[src/rtl/rvc_asap_5pl_vga_fill_engine_if.sv]
// Write-port and fill-command bundle between the core, the fill engine and the VGA controller.
// The slave modport is the engine side; the master modport is the core/controller side.
interface rvc_asap_5pl_vga_fill_engine_if #(
    parameter int unsigned ADDR_W = 14
);
    logic [31:0]       CoreRegRdData2;
    logic [31:0]       CoreAluOut;
    logic [3:0]        CoreVGAMemByteEn;
    logic              CoreVGAMemWrEn;
    logic              CmdValid;
    logic              CmdReady;
    logic [ADDR_W-1:0] CmdStartWord;
    logic [ADDR_W-1:0] CmdLenWords;
    logic [31:0]       CmdPattern;
    logic              CmdAbort;
    logic              Busy;
    logic              Done;
    logic              Err;
    logic [31:0]       RegRdData2;
    logic [31:0]       AluOut;
    logic [3:0]        CtrlVGAMemByteEn;
    logic              CtrlVGAMemWrEn;

    modport master (
        output CoreRegRdData2, CoreAluOut, CoreVGAMemByteEn, CoreVGAMemWrEn,
        output CmdValid, CmdStartWord, CmdLenWords, CmdPattern, CmdAbort,
        input  CmdReady, Busy, Done, Err,
        input  RegRdData2, AluOut, CtrlVGAMemByteEn, CtrlVGAMemWrEn
    );

    modport slave (
        input  CoreRegRdData2, CoreAluOut, CoreVGAMemByteEn, CoreVGAMemWrEn,
        input  CmdValid, CmdStartWord, CmdLenWords, CmdPattern, CmdAbort,
        output CmdReady, Busy, Done, Err,
        output RegRdData2, AluOut, CtrlVGAMemByteEn, CtrlVGAMemWrEn
    );
endinterface

[src/rtl/rvc_asap_5pl_vga_fill_engine.sv]
// Frame-buffer fill engine merged with core stores onto the VGA-memory write port.
// Core stores always own the port; the engine writes one pattern word per idle slot.
module rvc_asap_5pl_vga_fill_engine #(
    parameter logic [31:0] VGA_BASE  = 32'h00FF_0000,
    parameter int unsigned VGA_WORDS = 9600,
    parameter int unsigned ADDR_W    = 14
) (
    input  logic                                 CLK_50,
    input  logic                                 Reset_N,
    rvc_asap_5pl_vga_fill_engine_if.slave        bus
);

    typedef enum logic [1:0] {StIdle, StFill, StDone} state_e;

    localparam logic [ADDR_W:0] MaxEnd = (ADDR_W+1)'(VGA_WORDS);

    state_e            state_q, state_d;
    logic [ADDR_W-1:0] addr_q, addr_d;
    logic [ADDR_W-1:0] remain_q, remain_d;
    logic [31:0]       pattern_q, pattern_d;
    logic              ready_q, ready_d;
    logic              busy_q, busy_d;
    logic              err_q, err_d;
    logic [ADDR_W:0]   end_sum;
    logic              slot;

    // One extra bit so start+len cannot overflow before the range check.
    assign end_sum = {1'b0, bus.CmdStartWord} + {1'b0, bus.CmdLenWords};
    assign slot    = (state_q == StFill) && !bus.CoreVGAMemWrEn && !bus.CmdAbort;

    always_ff @(posedge CLK_50 or negedge Reset_N) begin
        if (!Reset_N) begin
            state_q   <= StIdle;
            addr_q    <= '0;
            remain_q  <= '0;
            pattern_q <= '0;
            ready_q   <= 1'b0;
            busy_q    <= 1'b0;
            err_q     <= 1'b0;
        end else begin
            state_q   <= state_d;
            addr_q    <= addr_d;
            remain_q  <= remain_d;
            pattern_q <= pattern_d;
            ready_q   <= ready_d;
            busy_q    <= busy_d;
            err_q     <= err_d;
        end
    end

    always_comb begin
        state_d   = state_q;
        addr_d    = addr_q;
        remain_d  = remain_q;
        pattern_d = pattern_q;
        ready_d   = ready_q;
        busy_d    = busy_q;
        err_d     = 1'b0;
        unique case (state_q)
            StIdle: begin
                ready_d = 1'b1;
                if (bus.CmdValid && ready_q) begin
                    if (bus.CmdLenWords == '0) begin
                        ready_d = 1'b0;
                        state_d = StDone;
                    end else if (end_sum > MaxEnd) begin
                        err_d = 1'b1;
                    end else begin
                        addr_d    = bus.CmdStartWord;
                        remain_d  = bus.CmdLenWords;
                        pattern_d = bus.CmdPattern;
                        ready_d   = 1'b0;
                        busy_d    = 1'b1;
                        state_d   = StFill;
                    end
                end
            end
            StFill: begin
                if (bus.CmdAbort) begin
                    busy_d  = 1'b0;
                    ready_d = 1'b1;
                    state_d = StIdle;
                end else if (slot) begin
                    addr_d   = addr_q + ADDR_W'(1);
                    remain_d = remain_q - ADDR_W'(1);
                    if (remain_q == ADDR_W'(1)) begin
                        busy_d  = 1'b0;
                        state_d = StDone;
                    end
                end
            end
            StDone: begin
                busy_d  = 1'b0;
                ready_d = 1'b1;
                state_d = StIdle;
            end
            default: state_d = StIdle;
        endcase
    end

    always_comb begin
        bus.RegRdData2       = '0;
        bus.AluOut           = '0;
        bus.CtrlVGAMemByteEn = '0;
        bus.CtrlVGAMemWrEn   = 1'b0;
        if (bus.CoreVGAMemWrEn) begin
            bus.RegRdData2       = bus.CoreRegRdData2;
            bus.AluOut           = bus.CoreAluOut;
            bus.CtrlVGAMemByteEn = bus.CoreVGAMemByteEn;
            bus.CtrlVGAMemWrEn   = 1'b1;
        end else if (slot) begin
            bus.RegRdData2       = pattern_q;
            bus.AluOut           = VGA_BASE + {{(30-ADDR_W){1'b0}}, addr_q, 2'b00};
            bus.CtrlVGAMemByteEn = 4'hF;
            bus.CtrlVGAMemWrEn   = 1'b1;
        end
    end

    assign bus.CmdReady = ready_q;
    assign bus.Busy     = busy_q;
    assign bus.Err      = err_q;
    // An abort in the completion cycle swallows the pulse.
    assign bus.Done     = (state_q == StDone) && !bus.CmdAbort;

endmodule

[src/flat_wrapper.sv]
// flat-port wrapper written by rule: the top's interface ports become plain ports
module rvc_asap_5pl_vga_fill_engine_flat 
#(
    parameter logic [31:0] VGA_BASE  = 32'h00FF_0000,
    parameter int unsigned VGA_WORDS = 9600,
    parameter int unsigned ADDR_W    = 14
)
  (CLK_50, Reset_N, bus_CoreRegRdData2, bus_CoreAluOut, bus_CoreVGAMemByteEn, bus_CoreVGAMemWrEn, bus_CmdValid, bus_CmdStartWord, bus_CmdLenWords, bus_CmdPattern, bus_CmdAbort, bus_CmdReady, bus_Busy, bus_Done, bus_Err, bus_RegRdData2, bus_AluOut, bus_CtrlVGAMemByteEn, bus_CtrlVGAMemWrEn);
  rvc_asap_5pl_vga_fill_engine_if #(.ADDR_W(ADDR_W)) bus_i ();
  input  logic CLK_50;
  input  logic Reset_N;
  input wire logic [$bits(bus_i.CoreRegRdData2)-1:0] bus_CoreRegRdData2;
  input wire logic [$bits(bus_i.CoreAluOut)-1:0] bus_CoreAluOut;
  input wire logic [$bits(bus_i.CoreVGAMemByteEn)-1:0] bus_CoreVGAMemByteEn;
  input wire logic [$bits(bus_i.CoreVGAMemWrEn)-1:0] bus_CoreVGAMemWrEn;
  input wire logic [$bits(bus_i.CmdValid)-1:0] bus_CmdValid;
  input wire logic [$bits(bus_i.CmdStartWord)-1:0] bus_CmdStartWord;
  input wire logic [$bits(bus_i.CmdLenWords)-1:0] bus_CmdLenWords;
  input wire logic [$bits(bus_i.CmdPattern)-1:0] bus_CmdPattern;
  input wire logic [$bits(bus_i.CmdAbort)-1:0] bus_CmdAbort;
  output wire logic [$bits(bus_i.CmdReady)-1:0] bus_CmdReady;
  output wire logic [$bits(bus_i.Busy)-1:0] bus_Busy;
  output wire logic [$bits(bus_i.Done)-1:0] bus_Done;
  output wire logic [$bits(bus_i.Err)-1:0] bus_Err;
  output wire logic [$bits(bus_i.RegRdData2)-1:0] bus_RegRdData2;
  output wire logic [$bits(bus_i.AluOut)-1:0] bus_AluOut;
  output wire logic [$bits(bus_i.CtrlVGAMemByteEn)-1:0] bus_CtrlVGAMemByteEn;
  output wire logic [$bits(bus_i.CtrlVGAMemWrEn)-1:0] bus_CtrlVGAMemWrEn;
  assign bus_i.CoreRegRdData2 = bus_CoreRegRdData2;
  assign bus_i.CoreAluOut = bus_CoreAluOut;
  assign bus_i.CoreVGAMemByteEn = bus_CoreVGAMemByteEn;
  assign bus_i.CoreVGAMemWrEn = bus_CoreVGAMemWrEn;
  assign bus_i.CmdValid = bus_CmdValid;
  assign bus_i.CmdStartWord = bus_CmdStartWord;
  assign bus_i.CmdLenWords = bus_CmdLenWords;
  assign bus_i.CmdPattern = bus_CmdPattern;
  assign bus_i.CmdAbort = bus_CmdAbort;
  assign bus_CmdReady = bus_i.CmdReady;
  assign bus_Busy = bus_i.Busy;
  assign bus_Done = bus_i.Done;
  assign bus_Err = bus_i.Err;
  assign bus_RegRdData2 = bus_i.RegRdData2;
  assign bus_AluOut = bus_i.AluOut;
  assign bus_CtrlVGAMemByteEn = bus_i.CtrlVGAMemByteEn;
  assign bus_CtrlVGAMemWrEn = bus_i.CtrlVGAMemWrEn;
  rvc_asap_5pl_vga_fill_engine #(.VGA_BASE(VGA_BASE), .VGA_WORDS(VGA_WORDS), .ADDR_W(ADDR_W)) u_core (.CLK_50(CLK_50), .Reset_N(Reset_N), .bus(bus_i));
endmodule
[config.mk]
export PLATFORM = sky130hd
export DESIGN_NAME = rvc_asap_5pl_vga_fill_engine_flat
export DESIGN_NICKNAME = d
export VERILOG_FILES = /design/src/rtl/rvc_asap_5pl_vga_fill_engine_if.sv /design/src/rtl/rvc_asap_5pl_vga_fill_engine.sv /design/src/flat_wrapper.sv
export SDC_FILE = /design/constraint.sdc
export NUM_CORES = 1
export LEC_CHECK = 0
export CORE_UTILIZATION = 33
export CTS_BUF_LIST = sky130_fd_sc_hd__clkbuf_8
export CTS_CLUSTER_DIAMETER = 60
export DETAILED_ROUTE_END_ITERATION = 8
export PLACE_DENSITY_LB_ADDON = 0.2
export SLEW_MARGIN = 20
export SYNTH_ARGS = -nofsm -noshare
export SYNTH_HDL_FRONTEND = slang
export SYNTH_SLANG_ARGS = --single-unit
[constraint.sdc]
create_clock -name CLK_50 -period 2.9 [get_ports CLK_50]
set_clock_uncertainty 0.15 [all_clocks]
set_input_delay 0.435 -clock CLK_50 [delete_from_list [all_inputs] [get_ports CLK_50]]
set_output_delay 0.435 -clock CLK_50 [all_outputs]
set_load 0.01 [all_outputs]
## After elaboration in Yosys (flattened, before gate mapping)

Index checks and enable logic that the tools add are counted.

| cells by class | value |
|---|---|
| reductions and logical operators | 15 |
| add/subtract/negate cells | 4 |
| multiplexer cells | 41 |
| bitwise gates (word level) | 2 |
| eq/ne operators | 12 |
| order comparisons | 1 |

Operators with widths:

| cell | number |
|---|---|
| $mux 14 | 10 |
| $mux 32 | 4 |
| $pmux 14 s2 | 2 |
| $add 24x16->25 const A | 1 |
| $add 14x14->15 | 1 |
| $gt 15x14->1 const B | 1 |
| $add 14x1->14 const B | 1 |
| $eq 14x1->1 const B | 1 |
| $logic_not 14->1 | 1 |
| $mux 1 | 14 |
| $sub 14x1->14 const B | 1 |
| $mux 2 | 6 |
| $reduce_and 6->1 | 2 |
| $mux 4 | 2 |
| $ne 2x2->1 const B | 4 |
| $reduce_and 4->1 | 2 |
| $ne 3x2->1 const B | 2 |
| $pmux 1 s3 | 2 |
| $logic_and 1x1->1 | 4 |
| $ne 2x1->1 const B | 2 |
| $pmux 2 s2 | 1 |
| $ne 3x3->1 const B | 1 |
| $reduce_bool 3->1 | 1 |
| $eq 2x1->1 const B | 1 |
| other kinds (6) | 8 |

| storage, ports and cells | value |
|---|---|
| bits in registers | 65 |
| input port bits | 133 |
| output and inout bits | 73 |
| logic and storage cells | 82 |

## Longest topological paths before layout

| depth | value |
|---|---|
| depth in word-level cells | 6 |
| gate-level depth with buffers | 15 |
| gate-level depth less buffers | 12 |

## Least setup slack after synthesis

OpenSTA, ideal clock, no wires.

| timing path | value |
|---|---|
| path type | input -> register |
| start | input port bus_CmdLenWords[0] |
| end | register u_core.remain_q[9] |
| buffers on the path | 1 |
| slack | -648 ps |
| data required time | 2682 ps |
| arrival time | 3330 ps |
| setup time | 68 ps |
| stages on the path | 12 |
| path through | ha_1 > fa_1 > a21oi_2 > o22ai_2 > or3_1 > a2111oi_2 > a31oi_2 > a211oi_2 > o32ai_2 > buf_6 > or4b_1 > nand3_1 |

| on the way | value |
|---|---|
| word-level cells in the longest chain between the ends | 4 |
| elaborated cells on any way between the ends | 6 |
| classes of those cells | add/sub (1); order compare (1); eq/ne (2); reduce/logical (2) |

RTL lines:

| what | RTL line | source |
|---|---|---|
| from (decl) | flat_wrapper.sv:18 | `input wire logic [$bits(bus_i.CmdLenWords)-1:0] bus_CmdLenWords;` |
| $add 14x14->15 | rvc_asap_5pl_vga_fill_engine.sv:28 | `assign end_sum = {1'b0, bus.CmdStartWord} + {1'b0, bus.CmdLenWords};` |
| $gt 15x14->1 | rvc_asap_5pl_vga_fill_engine.sv:66 | `end else if (end_sum > MaxEnd) begin` |
| $ne 2x2->1 (no line) | - |  |
| $reduce_and 6->1 (no line) (*) | - |  |
| to (signal assigned) | rvc_asap_5pl_vga_fill_engine.sv:43 | `remain_q <= remain_d;` |
| to (decl) | rvc_asap_5pl_vga_fill_engine.sv:19 | `logic [ADDR_W-1:0] remain_q, remain_d;` |

Every way passes the cells marked *; elsewhere a longest branch is shown, timed or not.
A chain may end at the register's enable or synchronous reset.

## Final worst setup path

| timing path | value |
|---|---|
| start | input port bus_CmdLenWords[4] |
| end | register u_core.remain_q[3] |

Same word-level chain as after synthesis.

==> qor.csv <==
metric,value,unit
status,"finished, violations left",
violated checks,setup timing,
routing usage on met3,2.88,%
initial antenna violation count,0,
"Net Count, Synth",797,
Mean Syn Cell Area,8.19,um2
vias in the first global route,5892,
met2 GRT Util,39.6,%
clk slew on worst S/H paths,0.08,ns
cts bufs inserted,9,
RR Startpoint,u_core.state_q[1]$_DFFE_PN0P_,
internal reg-to-reg setup slack,0.23,ns
first drt pass iteration count,4,
clk sink count,65,
core area,15400,um2
Total Wirelength,19.0,mm
VDD IR max,0.268,mV
most common cell in the netlist,nand2_1,
"Arr. time, crit path",3.56,ns
Max Cap Viol,0,
top-area cell type share of the netlist area,30.9,%
DRC viols,0,
Synth warnings,0,
Tightest Pin Transition,0.648,ns
final setup vio count,65,
routed length per instance,16.5,um
Avg Vias per Cell,5.15,
gr ovfl total,0,
antenna diode count,0,
Final Cycle Share,120,%
Setup CP Type,primary input to register,
first-pass GRT wire length,28.8,mm
Die H,128,um
htree depth,3,
Initial DRC Count,407,
clk root buf,clkbuf_8,
Hold Path Depth,4,
IO Port Bufs,205,
"Top FF cell, synth",dfrtp_1,
routability cong.,0.871,
# IOs,206,
Reg2Reg Depth,9,
P&R area growth vs syn,77.1,%
Synth Instances,642,
power per cell area,654,nW/um2
CP Launch Type,primary input,
hold endpoint,u_core.addr_q[0]$_DFFE_PN0P_,
CP endpoint kind,register,
met1 usage,27.1,%
Hold WS,0.325,ns
full die area,16400,um2
largest cells by area after synthesis,"dfrtp_1 (31%), nand2_1 (8.4%), mux2_2 (5.8%)",
Global Route Usage Sum,22.1,%
clock latency at the later pin of the worst-skew pair,0.35,ns
post-route ant nets,0,
Starting Density,34.2,%
FP Rows,45,
crit path time final,3.48,ns
post-DP HPWL,13.9,mm
Hold Path Class,primary input to register,
nets@finish,1090,
number of synthesized register bits,65,
share of post-route cells with drive strength above 1,26.1,%
Synth top cells by count,"nand2_1 (118), dfrtp_1 (65), o21ai_0 (57)",
Final Max Tran Viols,0,
async set-reset flop share out of synthesis,100,%
largest net degree at the start of global routing,79,
die width,128,um
Yosys top cell by area,dfrtp_1,
fin worst setup slack,-0.582,ns
fmax,287,MHz
Leak,4.44,nW
Worst Path Required,2.97,ns
mapped cell area,5260,um2
CTS max path bufs,2,
Post-synth EDFFs,0,
HP Start,bus_CmdStartWord[0],
register area share after synthesis,30.9,%
Max transition margin,56.8,%
r2r endpoint,u_core.remain_q[3]$_DFFE_PN0P_,
CTS tree,yes,
routed vias,5931,
"worst slack, placed",-1.34,ns
"Max FO, Critical Path",7,
RSZ-0062 raised after global routing,true,
most used routing layer,met2,
Unique masters post-synth,68,
"Hold Violations, Final",0,
-- repair_timing --
item | in CTS | in global routing
setup buffers | 10 | 8
resized for setup | 97 | 91
hold endpoints to repair | 12 | 0
setup endpoints to repair | 72 | 116
hold buffers | 1 | 0
pin swaps | 38 | 46
cloned | 3 | 3
-- logic make-up after synthesis --
group / after synthesis / synth area share (%)
flops: 65 / 30.9
compound gates: 158 / 20.6
simple gates: 283 / 27.1
fa+ha+maj: 22 / 5.38
xor+xnor: 4 / 0.666
buf+inv: 61 / 5.23
mux: 49 / 10.1
-- stage by stage --
step                      TNS, ns  cells  instance area [um2]  power [mW]  utilization, %
after global placement     -66.77   1113                 8290        4.67            53.9
after detailed placement   -78.46   1113                 8290        4.79            53.9
after CTS                  -27.12   1143                 8960        6.05            58.3
after global routing       -32.34   1151                 9320        6.50            60.6
final                      -26.76   1151                 9320        6.10            60.6
after floorplan            -20.23    642                 5360        3.61               -
-- report_power, final --
part	leakage, nW	switching, mW	internal, mW	total [mW]
Clock	0.119	0.390	0.513	0.903
Sequential	0.773	0.434	1.38	1.81
Combinational	3.55	1.54	1.84	3.38
-- sequential cells by signal, summed over array words and instances (netlist names) --
register / cells
u_core.addr_q: 14
u_core.bus.Busy: 1
u_core.bus.CmdReady: 1
u_core.bus.Err: 1
u_core.pattern_q: 32
u_core.remain_q: 14
u_core.state_q: 2
-- cell type report --
| type | count | area (um2) |
|---|---|---|
| Clock buffer | 10 | 138 |
| Fill cell | 1314 | 6050 |
| Tap cell | 211 | 264 |
| Timing Repair Buffer | 324 | 3250 |
| Clock inverter | 6 | 90.1 |
| Multi-Input combinational cell | 517 | 3880 |
| Inverter | 18 | 67.6 |
| Sequential cell | 65 | 1630 |
-- critical path, stage by stage --
cell and delay (ns):
clkdlybuf4s15_1 0.24, ha_4 0.26, o311a_4 0.37, buf_4 0.15, a21oi_1 0.20, a41o_1 0.31, nor4b_4 0.07, a31oi_2 0.20
a211oi_2 0.13, o32ai_4 0.57, buf_12 0.21, buf_6 0.11, mux2i_1 0.17, o211ai_1 0.11
-- layout by cell type (no fill, tap or decap), types with 10 or more instances in the layout --
master	n
inv_1	19
a21o_1	18
clkdlybuf4s50_1	136
and2_1	10
buf_6	17
clkbuf_8	10
dlygate4sd2_1	14
nand3_1	43
o21ai_1	12
buf_4	90
o21ai_0	50
nor3b_1	13
nand2b_1	13
mux2i_1	17
dfrtp_1	65
nor2_1	19
dlymetal6s2s_1	41
ha_4	11
nand2_1	117
mux2_2	26
-- layer usage --
layer  wire (um)  up-vias
li1            -     2883
met1        8150     2864
met2        9710      159
met3         881       25
met4         289        0
met5           0        -
-- how the worst max path moves through the flow --
| stage | start | end | slack [ns] | depth (start not counted) |
|---|---|---|---|---|
| after floorplan | bus_CmdLenWords[0] | u_core.remain_q[9]$_DFFE_PN0P_ | -0.44 | 13 |
| after global placement | bus_CmdLenWords[2] | u_core.addr_q[3]$_DFFE_PN0P_ | -1.17 | 14 |
| after detailed placement | bus_CmdStartWord[0] | u_core.remain_q[3]$_DFFE_PN0P_ | -1.34 | 15 |
| after CTS | bus_CmdStartWord[0] | u_core.remain_q[3]$_DFFE_PN0P_ | -0.56 | 15 |
| after global routing | bus_CmdLenWords[7] | u_core.addr_q[7]$_DFFE_PN0P_ | -0.69 | 15 |
| final | bus_CmdLenWords[4] | u_core.remain_q[3]$_DFFE_PN0P_ | -0.58 | 14 |
Power figures use the tool's default switching activity.
